==> src/rtl/romload_writer.sv <==
// romload_writer: packs the ROM-loading byte stream into big-endian 16-bit
// words and writes them to SDRAM through a req/ack port, with a small word
// FIFO in between to absorb SDRAM latency.
//
//   state   | meaning
//   --------+--------------------------------------------------------------
//   S_IDLE  | waiting for rom_loading to select a load mode (1, 2 or 4)
//   S_LOAD  | accepting bytes, pairing them into words, queueing writes
//   S_FLUSH | pushing any odd final byte, draining the FIFO, then load_done
module romload_writer #(
  parameter logic [21:0] ROM_BASE     = 22'h000000,
  parameter logic [21:0] CARTRAM_BASE = 22'h380000,
  parameter logic [21:0] BIOS_BASE    = 22'h300000,
  parameter int          FIFO_DEPTH   = 4
) (
  input  logic        clk,
  input  logic        resetn,
  input  logic [2:0]  rom_loading,
  input  logic [7:0]  rom_do,
  input  logic        rom_do_valid,
  output logic        mem_req,
  input  logic        mem_ack,
  output logic [21:0] mem_addr,
  output logic [15:0] mem_wdata,
  output logic [1:0]  mem_be,
  output logic [22:0] rom_size,
  output logic        load_done,
  output logic        overflow
);

  localparam int AW = (FIFO_DEPTH > 1) ? $clog2(FIFO_DEPTH) : 1;
  localparam int CW = AW + 1;
  localparam logic [CW-1:0] DEPTH_C = CW'(FIFO_DEPTH);

  typedef enum logic [1:0] {S_IDLE, S_LOAD, S_FLUSH} state_t;
  state_t state, state_nxt;

  logic [2:0]  mode_q;
  logic [21:0] wptr;
  logic [7:0]  hi_q;
  logic        pend_q;

  logic [21:0] fifo_addr [FIFO_DEPTH];
  logic [15:0] fifo_data [FIFO_DEPTH];
  logic [1:0]  fifo_be   [FIFO_DEPTH];
  logic [AW-1:0] rd_ptr, wr_ptr;
  logic [CW-1:0] count;

  logic        mode_ok;
  logic [21:0] base_sel;
  logic        push_req, push, pop, full;
  logic [15:0] push_data;
  logic [1:0]  push_be;
  logic        byte_ok;

  assign mode_ok = (rom_loading == 3'd1) || (rom_loading == 3'd2) || (rom_loading == 3'd4);
  assign pop     = mem_req && mem_ack;
  // A pop in the same cycle frees a slot, so a full FIFO still accepts the push.
  assign full    = (count == DEPTH_C) && !pop;
  assign push    = push_req && !full;
  // A byte coinciding with a mode change is ignored.
  assign byte_ok = (state == S_LOAD) && (rom_loading == mode_q) && rom_do_valid;

  // Region base for the requested load mode.
  always_comb begin
    base_sel = ROM_BASE;
    case (rom_loading)
      3'd2:    base_sel = CARTRAM_BASE;
      3'd4:    base_sel = BIOS_BASE;
      default: base_sel = ROM_BASE;
    endcase
  end

  // Next state, FIFO push request and completion pulse.
  always_comb begin
    state_nxt = state;
    push_req  = 1'b0;
    push_data = {hi_q, rom_do};
    push_be   = 2'b11;
    load_done = 1'b0;
    case (state)
      S_IDLE: begin
        if (mode_ok) state_nxt = S_LOAD;
      end
      S_LOAD: begin
        if (rom_loading != mode_q) state_nxt = S_FLUSH;
        else if (rom_do_valid && pend_q) push_req = 1'b1;
      end
      S_FLUSH: begin
        if (pend_q) begin
          push_req  = 1'b1;
          push_data = {hi_q, 8'h00};
          push_be   = 2'b10;
        end else if (count == '0) begin
          // count==0 implies no request is outstanding
          load_done = 1'b1;
          state_nxt = S_IDLE;
        end
      end
      default: state_nxt = S_IDLE;
    endcase
  end

  // State register.
  always_ff @(posedge clk) begin
    if (!resetn) state <= S_IDLE;
    else         state <= state_nxt;
  end

  // Session bookkeeping: mode, write pointer, byte pairing, size, overflow.
  always_ff @(posedge clk) begin
    if (!resetn) begin
      mode_q   <= 3'd0;
      wptr     <= 22'd0;
      hi_q     <= 8'd0;
      pend_q   <= 1'b0;
      rom_size <= 23'd0;
      overflow <= 1'b0;
    end else if (state == S_IDLE && mode_ok) begin
      mode_q   <= rom_loading;
      wptr     <= base_sel;
      pend_q   <= 1'b0;
      rom_size <= 23'd0;
      overflow <= 1'b0;
    end else if (byte_ok) begin
      rom_size <= rom_size + 23'd1;
      if (!pend_q) begin
        hi_q   <= rom_do;
        pend_q <= 1'b1;
      end else begin
        pend_q <= 1'b0;
        wptr   <= wptr + 22'd1;
        if (full) overflow <= 1'b1;
      end
    end else if (state == S_FLUSH && push) begin
      pend_q <= 1'b0;
    end
  end

  // FIFO storage (data only, no reset needed).
  always_ff @(posedge clk) begin
    if (push) begin
      fifo_addr[wr_ptr] <= wptr;
      fifo_data[wr_ptr] <= push_data;
      fifo_be[wr_ptr]   <= push_be;
    end
  end

  // FIFO pointers and occupancy.
  always_ff @(posedge clk) begin
    if (!resetn) begin
      wr_ptr <= '0;
      rd_ptr <= '0;
      count  <= '0;
    end else begin
      if (push) wr_ptr <= wr_ptr + AW'(1);
      if (pop)  rd_ptr <= rd_ptr + AW'(1);
      case ({push, pop})
        2'b10:   count <= count + CW'(1);
        2'b01:   count <= count - CW'(1);
        default: count <= count;
      endcase
    end
  end

  // Write port: present the FIFO head, drop req for a cycle after each ack.
  always_ff @(posedge clk) begin
    if (!resetn) begin
      mem_req   <= 1'b0;
      mem_addr  <= 22'd0;
      mem_wdata <= 16'd0;
      mem_be    <= 2'b00;
    end else if (pop) begin
      mem_req <= 1'b0;
    end else if (!mem_req && count != '0) begin
      mem_req   <= 1'b1;
      mem_addr  <= fifo_addr[rd_ptr];
      mem_wdata <= fifo_data[rd_ptr];
      mem_be    <= fifo_be[rd_ptr];
    end
  end

endmodule

==> config.mk <==
export PLATFORM = sky130hd
export DESIGN_NAME = romload_writer
export DESIGN_NICKNAME = d
export VERILOG_FILES = /design/src/rtl/romload_writer.sv
export SDC_FILE = /design/constraint.sdc
export NUM_CORES = 1
export LEC_CHECK = 0
export BUFFER_PORTS_ARGS = -buffer_cell sky130_fd_sc_hd__buf_2
export CAP_MARGIN = 10
export CORE_ASPECT_RATIO = 0.6
export CORE_MARGIN = 4
export CORE_UTILIZATION = 53
export DETAILED_ROUTE_END_ITERATION = 7
export PLACE_DENSITY = 0.75
export SYNTH_ARGS = -nofsm -noshare
export SYNTH_HDL_FRONTEND = slang
export SYNTH_SLANG_ARGS = --single-unit
==> constraint.sdc <==
create_clock -name clk -period 3.4 [get_ports clk]
set_input_delay 0.68 -clock clk [delete_from_list [all_inputs] [get_ports clk]]
set_output_delay 0.68 -clock clk [all_outputs]
set_load 0.03 [all_outputs]
* Yosys cells after proc, flatten, opt, wreduce, memory -nomap -nowiden
Memory sizes are Yosys's and may differ from the RTL's. A register that Yosys moved wholly into a read port is not among the register bits.
Index checks and enable logic that the tools add are counted.
W data, S select, Z words.
** Operators by class
- Bitwise operators :: 4
- Multiplexer cells :: 26
- Add/sub/neg operators :: 6
- Eq/ne operators :: 14
- Reductions and logical operators :: 31
** Operators by type and width (count)
- $mux W22 :: 3
- $pmux W22 S2 :: 1
- $add A23 B1 Y23 const B :: 1
- $add A22 B1 Y22 const B :: 1
- $mux W8 :: 2
- $mux W1 :: 13
- $logic_and A1 B1 Y1 :: 9
- $mux W2 :: 4
- $reduce_bool A2 Y1 :: 4
- $eq A3 B3 Y1 const B :: 2
- $logic_not A1 Y1 :: 6
- $ne A2 B2 Y1 const B :: 3
- $pmux W2 S3 :: 1
- $pmux W3 S2 :: 1
- $reduce_and A3 Y1 :: 2
- $add A2 B1 Y2 const B :: 2
- $eq A2 B1 Y1 const B :: 2
- $eq A2 B2 Y1 const B :: 2
- $not A1 Y1 :: 4
- $reduce_and A2 Y1 :: 2
- $reduce_and A4 Y1 :: 1
- $reduce_or A2 Y1 :: 2
- $add A3 B1 Y3 const B :: 1
- $eq A3 B1 Y1 const B :: 1
- 10 further kinds :: 11
** Word-level totals
- Output and inout bits :: 66
- Register bits :: 70
- Memory bits (writable) :: 156
- Memories :: 3
** Memory list
- fifo_addr :: words 4, bits a word 22, read ports 1, clocked after Yosys merged registers in 1, wr ports 1, RTL line 43 : logic [21:0] fifo_addr [FIFO_DEPTH];
- fifo_data :: words 4, bits a word 16, read ports 1, clocked after Yosys merged registers in 1, wr ports 1, RTL line 44 : logic [15:0] fifo_data [FIFO_DEPTH];
- fifo_be :: words 4, bits a word 1, read ports 1, clocked after Yosys merged registers in 1, wr ports 1, RTL line 45 : logic [1:0] fifo_be [FIFO_DEPTH];

* Depth between registers and ports, before layout
- Word-level depth :: 8
- Gate-level depth with buffers :: 10
- Gate-level depth less buffers :: 9

* Least setup slack after synthesis
Ideal clock, no wire load.
- Path kind :: input to register
- Start :: in rom_loading[2]
- End :: mem fifo_addr[0][0] (enable)
- Cell stages on the path :: 5
- Data required time :: 3000 ps
- Setup time :: 400 ps
- Setup slack :: 460 ps
- Data arrival time :: 2540 ps
- Cells stage by stage :: buf_6 -> xor2_4 -> nor4_4 -> o21a_1 -> and2_1
** On the way
- Longest elaborated chain between the ends :: 6
** Ends and longest elaborated chain
- from (decl) :: RTL line 18 : input logic [2:0] rom_loading,
- $ne A3 B3 Y1 :: RTL line 86 : if (rom_loading != mode_q) state_nxt = S_FLUSH;
- $mux W1 :: RTL line 86
- $pmux W1 S2 :: RTL line 81 : case (state)
- $logic_and A1 B1 Y1 :: RTL line 60 : assign push = push_req && !full;
- $mux W1 :: RTL line 142 : if (push) begin
- $mux W1 (implied by the code) :: RTL line 143 : fifo_addr[wr_ptr] <= wptr;
- to (decl) :: RTL line 43
Every way passes these cells.

* Final worst setup path
- Start :: reg state[0]
- End :: mem fifo_addr[2][0] (enable)
** On the way
- Longest elaborated chain between the ends :: 5
- Elaborated cells on any way between the ends :: 6
- Those cells by class :: 2 x eq/ne; 3 x mux; 1 x reduce/logical
** Ends and longest elaborated chain
- from (decl) :: RTL line 36 : state_t state, state_nxt;
- from (signal assigned) :: RTL line 107 : else state <= state_nxt;
- $eq A2 B2 Y1 / $eq A2 B1 Y1 (equally long branches) :: RTL line 81
- $pmux W1 S2 * :: RTL line 81
- $logic_and A1 B1 Y1 * :: RTL line 60
- $mux W1 * :: RTL line 142
- $mux W1 (implied by the code) * :: RTL line 143
Every way passes the cells marked *; elsewhere a longest branch is shown, timed or not.

==> flow_metrics.tcl <==
set metrics [dict create \
    outcome "completed" \
    critPathSlowestCell "and2_2" \
    setup_tns_ps 0 \
    post-dp-hpwl_mm 13.9 \
    synthFlopType "edfxtp_1" \
    initial_utilization_pct 54.9 \
    worstSetupEndpoint "fifo_addr[2][0]$_DFFE_PP_" \
    drc 0 \
    setup.worst_path.start "state[0]$_SDFFE_PN0P_" \
    reg2reg_from "state[0]$_SDFFE_PN0P_" \
    drv_slew 0 \
    wl_per_cell_um 19.5 \
    async_reset_ff_share_pct 0 \
    post-place-ws_ps 610 \
    grt_pass1_wl_mm 36.6 \
    synthCells 788 \
    pwr-share-seq_pct 47.2 \
    drt-vias-per-instance 5.72 \
    worstSetupStartpointType "flop" \
    setup_viol 0 \
    swShare_pct 27.8 \
    rsz0062_at_grt "false" \
    p_leak_nw 4.19 \
    grt_usage_pct 20.2 \
    numCtsBuffers 24 \
    die_w_um 191 \
    vdd_drop_max_mv 0.354 \
    clkTransAtPathRegs_ps 60 \
    max_freq_ghz 0.399 \
    hp-class "flop to flop" \
    synthesis.nets 814 \
    worstReg2RegEnd "fifo_addr[2][0]$_DFFE_PP_" \
    hold_viol_final 0 \
    num_vias 6551 \
    maxCapViolCount 0 \
    fp.coreArea_um2 19300 \
    fin_ws_ps 895 \
    wl_mm 22.3 \
    syn_avg_cell_area_um2 13.5 \
    portBuffers 80 \
    clockPowerShare_pct 35.6 \
    min_from "mem_be[1]$_SDFFE_PN0P_" \
    yosysSeqAreaShare_pct 64.6 \
    syn_area_um2 10600 \
    area_delta_synth_final_pct 14.2 \
    fin_skew_ps 18.7 \
    cts_tree "built" \
    clk_latency_ps 510 \
    crit_fanout 29 \
    maxSlewHeadroom_pct 24.1 \
    power.internal_mw 5.55 \
    drive_gt1_share_pct 20.3 \
    reg2reg_slack_ps 900 \
    die_y_um 118 \
    power_density_nw_per_um2 634 \
    cts_resized 0 \
    end_kind "flop" \
    clockBufferDepth 3 \
    period_needed_ps 2500 \
    gp_congestion 0.799 \
    worstPathCellList "inv_1 > ha_1 > nand2_1 > a31oi_1 > o21a_1 > and2_2 > buf_12" \
    cts.sink_count 264 \
    period_share_pct 73.7 \
    htreeDepth 1 \
    synth_edf_count 156 \
    p_switching_mw 2.13 \
    postCtsSetupBuffers 0 \
    fillers 1468 \
    fin_util_pct 62.7 \
    grt_start_max_net_pins 41 \
    grt_overflow_total 0 \
    synth-seq-cells 264 \
    die_area_um2 22400 \
    drt-initial-drc-count 590 \
    worstRegToRegCells 7 \
    num_rows 39 \
    synth_cell_types 52 \
    cts_hold_buffers 0 \
    antenna_found_initial 0 \
    worstSetupPathType "flop to flop" \
    ant_nets 0 \
    grt_pass1_vias 6606 \
    yosysWarnings 0 \
    design.portCount 81 \
    p_comb_share_pct 17.2 \
    first_pass_iters 5 \
    nets 888 \
    tightestPinTransition_ps 1140 \
    cts-root-buf "clkbuf_16" \
    required_ps 3600 \
    antenna_cells 0 \
    cp.arrival_ps 2700 \
    slowest_delay_ps 450 \
]
==> metal layers <==
metal	routed length [um]	share of wire, %	track usage (%)
met5	0	0	0
met4	363	1.6	3.90
met3	1620	7.2	3.76
met2	9620	43	30.4
met1	10700	48	31.2
==> logic make-up after synthesis <==
family	share of synthesized area [%]
AOI/OAI and AO/OA	6.89
buffers and inverters	2.15
adders and majority gates	1.37
xor gates and xnor gates	2.32
DFF	64.6
muxes	9.79
and+or+nand+nor	12.9
==> sequential cells by signal, indices dropped and copies added (netlist names), 3 cells and up <==
register and count:
hi_q 8, wptr 22, rom_size 23, fifo_data 64, mem_addr 22, mem_wdata 16
mode_q 3, count 3, fifo_addr 88, fifo_be 4
==> per-stage QoR <==
stage	hold slack, ps	instances	area [um^2]	power [mW]
finish	460	1146	12100	7.68
floorplan	459	788	10600	4.63
detailed placement	450	1102	11300	5.03
CTS	445	1146	12100	7.76
global placement	443	1102	11300	5.01
global route	472	1146	12100	8.03
==> cell usage after synthesis (11+ instances only) <==
master    number  area (um^2)
a21boi_0      40          300
a21oi_1       23          115
and2_1        20          125
clkbuf_1      30          113
dfxtp_1      108         2160
edfxtp_1     156         4680
mux2i_1       16          160
mux4_2        39          878
nand2_1      120          450
nand3_1       18         90.1
nand4_1       16          100
nor2_1        30          113
nor2b_1       13         81.3
or4_1         15          113
xnor2_1       11         96.3
xor2_1        14          123
==> power by group through the flow <==
stage / sequential, mW / combinational, mW / clock, mW
floorplan: 3.88 / 0.746 / 0
global placement: 3.69 / 1.32 / 0
detailed placement: 3.70 / 1.34 / 0
CTS: 3.63 / 1.35 / 2.79
global route: 3.65 / 1.46 / 2.93
finish: 3.62 / 1.32 / 2.74
==> worst min-delay path by stage <==
stage | to | slack (ps) | depth (start not counted)
6_report | mem_be[1]$_SDFFE_PN0P_ | 460 | 1
4_1_cts | hi_q[4]$_SDFFE_PN0P_ | 440 | 3
3_3_place_gp | mem_be[1]$_SDFFE_PN0P_ | 440 | 1
3_5_place_dp | mem_be[1]$_SDFFE_PN0P_ | 450 | 1
2_1_floorplan | fifo_data[0][10]$_DFFE_PP_ | 460 | 0
5_1_grt | hi_q[4]$_SDFFE_PN0P_ | 470 | 3
==> critical path, delay by kind of cell (launching register included) <==
family | cells | cell delay, ps
AOI/OAI and AO/OA | 2 | 670
and+or+nand+nor | 2 | 530
DFF | 1 | 360
buffers and inverters | 2 | 350
adders and majority gates | 1 | 290
==> layout by cell type (no fill, tap or decap), types with 9 or more instances in the layout <==
master     Yosys  layout
inv_1         10      10
o21ai_0        9       9
nor2b_1       13      12
or4_1         15      15
nand4_1       16      16
clkbuf_16      0      25
a21oi_1       23      22
ha_1          10      10
a21boi_0      40      40
xor2_1        14      14
nand2_1      120     120
dfxtp_1      108     106
xnor2_1       11      11
clkbuf_1      30       9
nor2_1        30      30
and2_1        20      16
mux4_2        39      39
nand3_1       18      18
buf_2          8      80
mux2i_1       16      16
edfxtp_1     156     156
==> layout make-up <==
type	instances	area [um^2]	area share, %
sequential	264	6850	56.5
multi-input combinational	470	3540	29.3
clock buffer	35	673	5.56
timing repair buffer	92	553	4.57
tap	266	333	2.75
clock inverter	9	124	1.02
inverter	10	37.5	0.310
(Power assumes the default switching activity.)
